## src/rtl/riscv_pkg.sv

```systemverilog
// Shared fetch-stage definitions: word width, reset/NOP constants and FSM states.
package riscv_pkg;

    localparam int XLEN = 32;

    typedef logic [XLEN-1:0] word_t;

    localparam word_t RESET_PC_DEFAULT = 32'h0000_0000;
    // addi x0,x0,0
    localparam word_t NOP_INSTR        = 32'h0000_0013;

    typedef enum logic [1:0] {
        IDLE  = 2'd0,
        REQ   = 2'd1,
        WAIT  = 2'd2,
        DRAIN = 2'd3
    } fetch_state_e;

    typedef struct packed {
        word_t pc;
        word_t instr;
    } fetch_pair_t;

endpackage

```

## src/rtl/fetch_buffer.sv

```systemverilog
// Two-entry {pc, instr} buffer: output slot presented downstream plus one skid slot.
module fetch_buffer #(
    parameter logic [31:0] RESET_PC = riscv_pkg::RESET_PC_DEFAULT
) (
    input  logic                     clk,
    input  logic                     rst_n,
    input  logic                     push,
    input  logic [riscv_pkg::XLEN-1:0] push_pc,
    input  logic [riscv_pkg::XLEN-1:0] push_instr,
    input  logic                     pop,
    input  logic                     clear,
    output logic                     out_valid,
    output logic [riscv_pkg::XLEN-1:0] out_pc,
    output logic [riscv_pkg::XLEN-1:0] out_instr,
    output logic                     skid_valid
);
    import riscv_pkg::*;

    fetch_pair_t out_q, skid_q, in_pair;
    logic        out_v, skid_v;

    assign in_pair = '{pc: push_pc, instr: push_instr};

    // Slot update: clear wins, then pop shifts skid forward, otherwise fill the first free slot.
    always_ff @(posedge clk or negedge rst_n) begin
        if (!rst_n) begin
            out_v  <= 1'b0;
            skid_v <= 1'b0;
            out_q  <= '{pc: RESET_PC, instr: '0};
            skid_q <= '0;
        end else if (clear) begin
            out_v  <= 1'b0;
            skid_v <= 1'b0;
        end else if (pop && skid_v) begin
            out_q  <= skid_q;
            out_v  <= 1'b1;
            skid_v <= push;
            if (push) skid_q <= in_pair;
        end else if (pop) begin
            out_v <= push;
            if (push) out_q <= in_pair;
        end else if (!out_v) begin
            if (push) begin
                out_v <= 1'b1;
                out_q <= in_pair;
            end
        end else if (push) begin
            // Requests are only issued with an empty skid, so this slot is free here.
            skid_v <= 1'b1;
            skid_q <= in_pair;
        end
    end

    assign out_valid  = out_v;
    assign out_pc     = out_q.pc;
    assign out_instr  = out_q.instr;
    assign skid_valid = skid_v;

endmodule

```

## src/rtl/if_fetch_unit.sv

```systemverilog
// Instruction fetch stage: owns the fetch PC, runs the imem req/gnt/rvalid
// handshake with one request in flight, and drops responses made stale by redirects.
module if_fetch_unit #(
    parameter logic [31:0] RESET_PC  = riscv_pkg::RESET_PC_DEFAULT,
    parameter logic [31:0] NOP_INSTR = riscv_pkg::NOP_INSTR
) (
    input  logic        clk,
    input  logic        rst_n,
    input  logic        EN,
    input  logic        redirect,
    input  logic [31:0] redirect_pc,
    output logic        imem_req,
    output logic [31:0] imem_addr,
    input  logic        imem_gnt,
    input  logic        imem_rvalid,
    input  logic [31:0] imem_rdata,
    output logic [31:0] PC_if,
    output logic [31:0] Instruction_if,
    output logic        if_valid
);
    import riscv_pkg::*;

    fetch_state_e state_q;
    word_t        fetch_pc_q;
    word_t        redirect_tgt;
    logic         redir, resp, consume, granted;
    logic         out_valid, skid_valid;
    word_t        out_pc, out_instr;

    assign redirect_tgt = redirect_pc & ~32'd3;
    // Redirects are ignored during the single IDLE cycle after reset.
    assign redir    = redirect && (state_q != IDLE);
    assign resp     = (state_q == WAIT) && imem_rvalid && !redirect;
    assign consume  = EN && out_valid;
    assign imem_req = (state_q == REQ) && !skid_valid;
    assign granted  = imem_req && imem_gnt;
    assign imem_addr = fetch_pc_q;

    // Fetch FSM and fetch PC; a redirect overrides every other transition.
    always_ff @(posedge clk or negedge rst_n) begin
        if (!rst_n) begin
            state_q    <= IDLE;
            fetch_pc_q <= RESET_PC;
        end else begin
            case (state_q)
                IDLE: state_q <= REQ;
                REQ: begin
                    if (redir) begin
                        fetch_pc_q <= redirect_tgt;
                        // A grant to the old address still owes us a response to drop.
                        state_q    <= granted ? DRAIN : REQ;
                    end else if (granted) begin
                        state_q <= WAIT;
                    end
                end
                WAIT: begin
                    if (redir) begin
                        fetch_pc_q <= redirect_tgt;
                        state_q    <= imem_rvalid ? REQ : DRAIN;
                    end else if (imem_rvalid) begin
                        fetch_pc_q <= fetch_pc_q + 32'd4;
                        state_q    <= REQ;
                    end
                end
                DRAIN: begin
                    if (redir) fetch_pc_q <= redirect_tgt;
                    if (imem_rvalid) state_q <= REQ;
                end
                default: state_q <= IDLE;
            endcase
        end
    end

    fetch_buffer #(.RESET_PC(RESET_PC)) u_buf (
        .clk        (clk),
        .rst_n      (rst_n),
        .push       (resp),
        .push_pc    (fetch_pc_q),
        .push_instr (imem_rdata),
        .pop        (consume),
        .clear      (redir),
        .out_valid  (out_valid),
        .out_pc     (out_pc),
        .out_instr  (out_instr),
        .skid_valid (skid_valid)
    );

    assign if_valid       = out_valid;
    assign PC_if          = out_pc;
    assign Instruction_if = out_valid ? out_instr : NOP_INSTR;

endmodule
```

## config.mk

```make
export PLATFORM = sky130hd
export DESIGN_NAME = if_fetch_unit
export DESIGN_NICKNAME = d
export VERILOG_FILES = /design/src/rtl/riscv_pkg.sv /design/src/rtl/fetch_buffer.sv /design/src/rtl/if_fetch_unit.sv
export SDC_FILE = /design/constraint.sdc
export NUM_CORES = 1
export LEC_CHECK = 0
export BUFFER_PORTS_ARGS = -buffer_cell sky130_fd_sc_hd__buf_2
export CORE_ASPECT_RATIO = 0.8
export CORE_MARGIN = 3
export CORE_UTILIZATION = 56
export CTS_BUF_LIST = sky130_fd_sc_hd__clkbuf_8
export DETAILED_ROUTE_END_ITERATION = 8
export GPL_TIMING_DRIVEN = 1
export HOLD_SLACK_MARGIN = 0.03
export MAX_ROUTING_LAYER = met4
export PLACE_DENSITY_LB_ADDON = 0.25
export SYNTH_ARGS = -nofsm -noshare
export SYNTH_HDL_FRONTEND = slang
export SYNTH_SLANG_ARGS = --single-unit
```

## constraint.sdc

```tcl
create_clock -name clk -period 2.4 [get_ports clk]
set_clock_uncertainty 0.05 [all_clocks]
set_input_delay 0.48 -clock clk [delete_from_list [all_inputs] [get_ports clk]]
set_output_delay 0.48 -clock clk [all_outputs]
set_load 0.02 [all_outputs]
```

======== Word-level counts from Yosys, hierarchy flattened ========
Index checks and enable logic that the tools add are counted.
W data, S select, Z words.
storage, ports and cells
  bits of input ports ..................... 70
  bits in writable memories ............... 0
  output and inout port bits .............. 98
  latch bits .............................. 0
  register bits after elaboration ......... 164
  memories kept ........................... 0
  memory bits (read-only) ................. 0
operators by class
  divide/modulo/power cells ............... 0
  $lt $le $gt $ge ......................... 0
  shift-type cells ........................ 0
  add/sub/neg operators ................... 1
  bitwise logic cells ..................... 1
  reduce and logical (&&, ||, !) cells .... 20
  multipliers ............................. 0
  multiplexer cells ....................... 30
  eq/ne operators ......................... 9
operators with widths
  cell                     number
  $mux W64                 8
  $mux W32                 4
  $pmux W32 S2             1
  $add A32 B3 Y32 const B  1
  $mux W2                  6
  $mux W1                  10
  $ne A3 B3 Y1 const B     3
  $reduce_and A3 Y1        3
  $pmux W2 S4              1
  $logic_and A1 B1 Y1      7
  $reduce_bool A2 Y1       3
  $reduce_bool A3 Y1       2
  $eq A2 B2 Y1 const B     2
  $ne A3 B2 Y1 const B     1
  $eq A2 B1 Y1 const B     1
  $logic_not A1 Y1         2
  $logic_not A2 Y1         1
  $ne A2 B1 Y1 const B     1
  $ne A2 B2 Y1 const B     1
  $reduce_and A2 Y1        1
  $reduce_or A2 Y1         1
  $not A1 Y1               1

======== Longest topological paths before layout ========
Gate-level depths: netlist of the first run.
  depth in word-level cells ............... 8
  mapped depth ............................ 8

======== Cells and area by module ========
A second synthesis of the first run with hierarchy kept.
second synthesis, totals
  cells, all modules ...................... 651
  area, all modules ....................... 7980.2 µm²
modules (own cells, without submodules)
  module         cells an instance  instances  area each (µm²)  sequential area each (µm²)
  fetch_buffer   352                1          5620.4           3253.1
  if_fetch_unit  299                1          2359.8           800.8

======== Least setup slack after synthesis of the first run ========
No wires, ideal clock.
  path type ............................... register -> register
  start ................................... reg fetch_pc_q[2], in the netlist imem_addr[2]
  end ..................................... reg fetch_pc_q[26], in the netlist imem_addr[26]
  required time ........................... 2262 ps
  buffers on the path ..................... 1
  arrival ................................. 1916 ps
  clock period less this slack ............ 2055 ps
  path slack .............................. 345 ps
  stages on the path, launching flop included .. 8
  cells stage by stage .................... dfrtp_1 ha_1 inv_1 or4_1 buf_2 nor2_1 a311oi_1 nor3b_1
between the ends
  word-level cells in the longest chain between the ends .. 4
ends and longest elaborated chain
  what                    RTL line             source
  from (decl)             if_fetch_unit.sv:24  word_t fetch_pc_q;
  from (signal assigned)  if_fetch_unit.sv:49  fetch_pc_q <= redirect_tgt;
  from (signal assigned)  if_fetch_unit.sv:58  fetch_pc_q <= redirect_tgt;
  from (signal assigned)  if_fetch_unit.sv:61  fetch_pc_q <= fetch_pc_q + 32'd4;
  $add A32 B3 Y32         if_fetch_unit.sv:61
  $mux W32                if_fetch_unit.sv:60  end else if (imem_rvalid) begin
  $mux W32                if_fetch_unit.sv:57  if (redir) begin
  $pmux W32 S2            if_fetch_unit.sv:45  case (state_q)
No other way between the ends. The select of a mux whose other input is x is not followed.
A chain may end at the register's enable or synchronous reset.

======== Worst setup path after layout of the first run ========
  start ................................... reg u_buf.out_v, in the netlist u_buf.out_valid
  end ..................................... out Instruction_if[8]
between the ends
  word-level cells in the longest chain between the ends .. 1
ends and longest elaborated chain
  what                    RTL line             source
  from (decl)             fetch_buffer.sv:20   logic out_v, skid_v;
  from (signal assigned)  fetch_buffer.sv:40   out_v <= push;
  $mux W32                if_fetch_unit.sv:90  assign Instruction_if = out_valid ? out_instr : NOP_INSTR;
  to (decl)               if_fetch_unit.sv:18  output logic [31:0] Instruction_if,
No other way between the ends.

==> results of run 1 <==
## power by group through the flow
stage | logic [mW] | registers, mW | clock network (mW)
finish | 1.99 | 3.74 | 2.44
global placement | 1.92 | 3.72 | 0
detailed placement | 2.01 | 3.77 | 0
global route | 2.20 | 3.82 | 2.61
floorplan | 0.971 | 4.02 | 0
CTS | 2.01 | 3.73 | 2.49
## worst max-delay path: cells and delay by family (launching register included)
family | cells | cell delay (ps)
buffers and inverters | 2 | 540
DFF | 1 | 520
and+or+nand+nor | 1 | 200
## layout by cell type (no fill, tap or decap), types with 16 or more instances in the layout
cell      instances
mux2_2           61
buf_4            17
buf_2           160
nand3_1          17
o21ai_0          17
a21oi_1         104
o22ai_1          16
and2_1           29
mux2i_1          62
nor2_1           84
dfrtp_1         158
clkbuf_8         22
nand2_1          32
## stage by stage
step / area, um2 / std cells / utilization [%]
6_report: 9130 / 1052 / 70.1
4_1_cts: 9120 / 1051 / 70.1
2_1_floorplan: 7560 / 716 / -
5_1_grt: 9130 / 1052 / 70.1
3_5_place_dp: 8600 / 1018 / 66.1
3_3_place_gp: 8600 / 1018 / 66.1
## worst paths after layout
kind                                  start           endpoint  slack (ps)  cells after the start
max                         u_buf.out_valid  Instruction_if[8]         150                      3
min in group asynchronous             rst_n      imem_addr[10]         500                      2
max in group asynchronous             rst_n    u_buf.skid_q[6]        1150                      3
min reg2reg                u_buf.skid_q[30]   u_buf.skid_q[30]         460                      1
max reg2reg                    imem_addr[5]      imem_addr[26]         240                      5
min                                imem_gnt         state_q[1]         200                      3
## state kept, by name (all words and copies together) (netlist names)
name	count
u_buf.skid_valid	1
u_buf.out_pc	30
state_q	2
u_buf.out_valid	1
imem_addr	30
u_buf.skid_q	62
u_buf.out_instr	32
## cells by family after synthesis
family | Yosys count | share of synthesized area (%)
simple gates | 204 | 13.6
compound gates | 162 | 12.1
flops | 158 | 52.4
mux | 123 | 17.3
buf+inv | 64 | 4.36
fa+ha+maj | 1 | 0.166
other cells | 1 | 0.0497
## per-layer routing
layer | vias to the layer above | GRT usage (%) | share of wire [%]
met5 | - | - | 0
met4 | 0 | 8.63 | 1.7
met3 | 30 | 6.08 | 6.6
met2 | 196 | 40.6 | 47
met1 | 2935 | 34.3 | 44
li1 | 2835 | - | -
## area by class of cell
| cell class | count | area share, % |
|---|---|---|
| Multi-Input combinational cell | 494 | 36.3 |
| Inverter | 5 | 0.206 |
| Clock inverter | 10 | 2.25 |
| Timing Repair Buffer | 187 | 12.2 |
| Sequential cell | 158 | 43.3 |
| Tap cell | 175 | 2.40 |
| Antenna cell | 1 | 0.0274 |
| Clock buffer | 22 | 3.32 |
## timing repair
action | in CTS | in global routing
setup endpoints to repair | 0 | 0
hold buffers | 1 | 0
hold endpoints to repair | 48 | 0
setup buffers | 0 | 0
gates resized for setup | 0 | 0
==> results.tsv, run 1 <==
metric	value	unit
internal_power	5.51	mW
cts_inserted_buffers	17	
yosysTopAreaCellShare	52.4	%
routedWlPerCell	17.4	um
numPortBuffers	161	
synthFlopType	dfrtp_1	
maxSlewViolCount	0	
cp-start-kind	register	
max_stage_delay	520	ps
fin_tns_setup	0	ps
synth_area_leader_cell	dfrtp_1	
firstDrtPassIters	5	
post-place-ws	202	ps
grt_setup_unrepaired	false	
cts.htree.levels	4	
cp.required	1870	ps
synth_edf_count	0	
ys_seq_area_share	52.4	%
cts.root.buffer_cell	clkbuf_8	
hold-worst-slack	196	ps
multi_input_area	3310	um2
max-slew-margin-rel	55.4	%
grt_overflow_total	0	
nNetsFinal	934	
cp_data_arrival_time	1720	ps
rows	37	
antenna_found_initial	1	
synthCells	713	
tritoncts	yes	
finalPower	8.17	mW
io_pins	168	
seq_power_share	45.7	%
status	complete, no violations	
synth_area	7550	um2
drv_cap	0	
path_class	register to primary output	
drive_above_1_share	33.0	%
die_h	110	um
synthDistinctLibCells	46	
drt_iter0_markers	477	
insertion_delay	450	ps
p_per_area	895	nW/um2
finalHoldViolations	0	
critical_path.cell_chain	buf_4, and2_1, buf_2	
gp_congestion	0.950	
p_sw_share	32.5	%
leakage	4.84	nW
fin_crit_sh	93.8	%
via_per_inst	5.70	
die_w	136	um
fin_ws	148	ps
cts_sinks	158	
die-area	14900	um2
syn_area_per_cell	10.6	um2
routed_wl	18.3	mm
dp_hpwl	12.9	mm
area_growth	20.9	%
cp-end-kind	primary output	
drc_errors	0	
grt_pass1_vias	5963	
clk_pin_slew_worst_paths	80	ps
initial_core_util	58.0	%
yosysMostFrequentCell	dfrtp_1	
p_comb_share	24.4	%
peakVddDrop	0.640	mV
critical-path-slowest-cell	dfrtp_1	
fillers	1009	
async_flop_share	100	%
setup_viol	0	
clkPwrFrac	29.9	%
grt_first_pass_wirelength	29.6	mm
worst_pin_slew	663	ps
path_max_fanout	33	
min_path_type	input pin to register	
grt.total_usage	26.1	%
p_switching	2.66	mW
core_area	13000	um2
synth_area_leaders	dfrtp_1 52%, mux2_2 9.1%, mux2i_1 8.2%, a21oi_1 7.0%, nor2_1 4.2%	
synth_common_cells	158 x dfrtp_1, 105 x a21oi_1, 84 x nor2_1	
grt_max_degree	63	
clockBufferDepth	2	
ys.warnings.count	0	
ant_nets	0	
fmax	444	MHz
regArea	3950	um2
period_minus_slack	2250	ps
synth_seq_cells	158	
num_vias	5996	
Power figures use the tool's default switching activity.
==> run 2: changes to the inputs <==
--- a/config.mk
+++ b/config.mk
@@ -5,16 +5,17 @@
 export SDC_FILE = /design/constraint.sdc
 export NUM_CORES = 1
 export LEC_CHECK = 0
+export ABC_AREA = 1
 export BUFFER_PORTS_ARGS = -buffer_cell sky130_fd_sc_hd__buf_2
 export CORE_ASPECT_RATIO = 0.8
 export CORE_MARGIN = 3
-export CORE_UTILIZATION = 56
+export CORE_UTILIZATION = 57
 export CTS_BUF_LIST = sky130_fd_sc_hd__clkbuf_8
 export DETAILED_ROUTE_END_ITERATION = 8
 export GPL_TIMING_DRIVEN = 1
 export HOLD_SLACK_MARGIN = 0.03
 export MAX_ROUTING_LAYER = met4
-export PLACE_DENSITY_LB_ADDON = 0.25
+export PLACE_DENSITY = 0.92
 export SYNTH_ARGS = -nofsm -noshare
 export SYNTH_HDL_FRONTEND = slang
 export SYNTH_SLANG_ARGS = --single-unit
==> results.tsv, run 2 <==
metric	value	unit	change
min_delay_path_depth	3		unchanged
drive_above_1_share	17.5	%	-16 points
cts_setup_buffers	0		unchanged
regMostFlops	u_buf.skid_q		
synth_seq_cells	158		unchanged
num_vias	7868		+31%
r2r_end	u_buf.out_instr[15]		
initial_core_util	59.2	%	+1.1 points
cts.htree.levels	4		unchanged
cts_sinks	158		unchanged
io_pins	168		unchanged
drv_cap	0		unchanged
hold_path_startpoint	redirect_pc[2]		
maxSlewViolCount	0		unchanged
tritoncts	yes		
cts.root.buffer_cell	clkbuf_8		
hold-worst-slack	203	ps	+7.49 ps
gp_congestion	0.933		-1.8%
finalHoldViolations	0		unchanged
synthCells	1128		+58%
cp_data_arrival_time	1670	ps	-50 ps
insertion_delay	460	ps	about the same
grt_pass1_vias	7256		+22%
drc_errors	0		unchanged
leakage	5.19	nW	+7.3%
routedWlPerCell	15.2	um	-13%
largest_reg_flops	62		unchanged
r2r_slack	300	ps	+60 ps
nNetsFinal	1335		+43%
clk_pin_slew_worst_paths	100	ps	+20 ps
firstDrtPassIters	5		unchanged
core_area	13700	um2	+5.6%
synth_area_leaders	dfrtp_1 49%, nand2_1 18%, o21ai_0 11%, nor2_1 5.3%, inv_1 4.8%		
grt_setup_unrepaired	false		
r2r_start	u_buf.skid_valid		
clockBufferDepth	2		unchanged
peakVddDrop	0.487	mV	-24%
cp-start-kind	register		
die-area	15700	um2	+5.5%
via_per_inst	5.40		-5.2%
path_class	register to primary output		
cp.required	1870	ps	about the same
final_common_cell	nand2_1		
fin_crit_sh	91.7	%	-2.1 points
final_cell_mix	398 x nand2_1, 175 x o21ai_0, 160 x buf_2		
ant_nets	0		unchanged
async_flop_share	100	%	unchanged
grt_overflow_total	0		unchanged
path_max_fanout	36		+9.1%
synthDistinctLibCells	29		-37%
status	complete, no violations		
dp_hpwl	15.6	mm	+21%
worstSetupStartpoint	u_buf.out_valid		
synth_area_leader_cell	dfrtp_1		
drt_iter0_markers	856		+79%
min_to	imem_addr[2]		
routed_wl	22.1	mm	+20%
cp-end-kind	primary output		
synth_common_cells	398 x nand2_1, 175 x o21ai_0, 158 x dfrtp_1		
fmax	454	MHz	+2.3%
max-slew-margin-rel	47.2	%	-8.2 points
p_per_area	803	nW/um2	-10%
die_w	140	um	+2.7%
syn_area_per_cell	7.21	um2	-32%
area_growth	16.5	%	
cts_inserted_buffers	17		unchanged
setup_viol	0		unchanged
insertedDiodeCount	0		-1
numPortBuffers	161		unchanged
grt_max_degree	94		+49%
die_h	113	um	+2.7%
synth_edf_count	0		unchanged
worst_pin_slew	791	ps	+128 ps
worstRegToRegCells	8		+3
antenna_found_initial	0		-1
ys_seq_area_share	48.6	%	-3.8 points
period_minus_slack	2200	ps	-50.6 ps
synthFlopType	dfrtp_1		
yosysTopAreaCellShare	48.6	%	-3.8 points
grt.total_usage	29.5	%	+3.4 points
min_path_type	input pin to register		
rows	38		+2.7%
ys.warnings.count	0		unchanged
fin_tns_setup	0	ps	unchanged
grt_first_pass_wirelength	36.6	mm	+24%
yosysMostFrequentCell	nand2_1		
synth_area	8130	um2	+7.7%
==> run 2: cell types whose count changed after synthesis, sizes merged, moves of 29 or more <==
cell and delta:
o21ai +166, nand2 +367, mux2i -62, nor2 +32, inv +104, a21oi -68, and2 -29, mux2 -61
==> run 2: through the flow <==
step | instance area (um2) | setup WS [ps] | util [%] | cells | total power [mW]
after global routing | 9470 | 122 | 68.9 | 1456 | 8.04
final | 9470 | 198 | 68.9 | 1456 | 7.60
after global placement | 9050 | 304 | 65.9 | 1424 | 5.48
after detailed placement | 9050 | 159 | 65.9 | 1424 | 5.57
after CTS | 9470 | 204 | 68.9 | 1456 | 7.62
after floorplan | 8140 | 727 | - | 1131 | 4.74
==> run 2: worst max-delay path by stage <==
stage / cells after the start / endpoint / slack (ps)
after CTS: 4 / Instruction_if[9] / 200
after floorplan: 10 / imem_addr[28] / 730
after detailed placement: 9 / u_buf.out_instr[15] / 160
after global routing: 4 / Instruction_if[9] / 120
after global placement: 8 / u_buf.out_instr[12] / 300
final: 4 / Instruction_if[9] / 200
==> run 2: what timing repair did <==
action / in CTS / in global routing
hold endpoints to repair: 39 / 0
hold buffers: 1 / 0
resized for setup: 0 / 0
==> run 2: report_power, final <==
| group | leakage, nW | internal (mW) | switching [mW] |
|---|---|---|---|
| registers | 1.95 | 3.16 | 0.409 |
| logic | 3.04 | 0.625 | 1.35 |
| clock network | 0.201 | 0.959 | 1.10 |
==> run 2: final cells by class <==
type,count,area [um2]
multi-input combinational,800,3480
fill,1129,4270
sequential,158,3950
clock inverter,14,175
clock buffer,17,234
timing repair buffer,178,992
tap,180,225
inverter,109,409
==> run 2: kinds of logic (layout without fill, tap and decap cells) <==
logic type               Yosys count  in the layout  synth area share [%]
buffers and inverters            173            318                  9.11
other                              1              4                0.0461
XOR/XNOR                           3              3                 0.323
AND/OR/NAND/NOR                  561            561                  27.0
flip-flops                       158            158                  48.6
adder cells (fa/ha/maj)            1              1                 0.154
AO/OA/AOI/OAI                    231            231                  14.7
==> run 2: worst max-delay path: stages (launching register included) <==
cell and delay [ps]:
dfrtp_1 380, buf_4 380, nand2_1 150, inv_1 120, buf_2 170
==> run 2: per-layer routing <==
metal	share of wire, %	vias to the layer above	track usage (%)
li1	-	3807	-
met1	44	3662	41.1
met2	45	346	43.9
met3	8.0	53	6.08
met4	2.9	0	9.06
met5	0	-	-
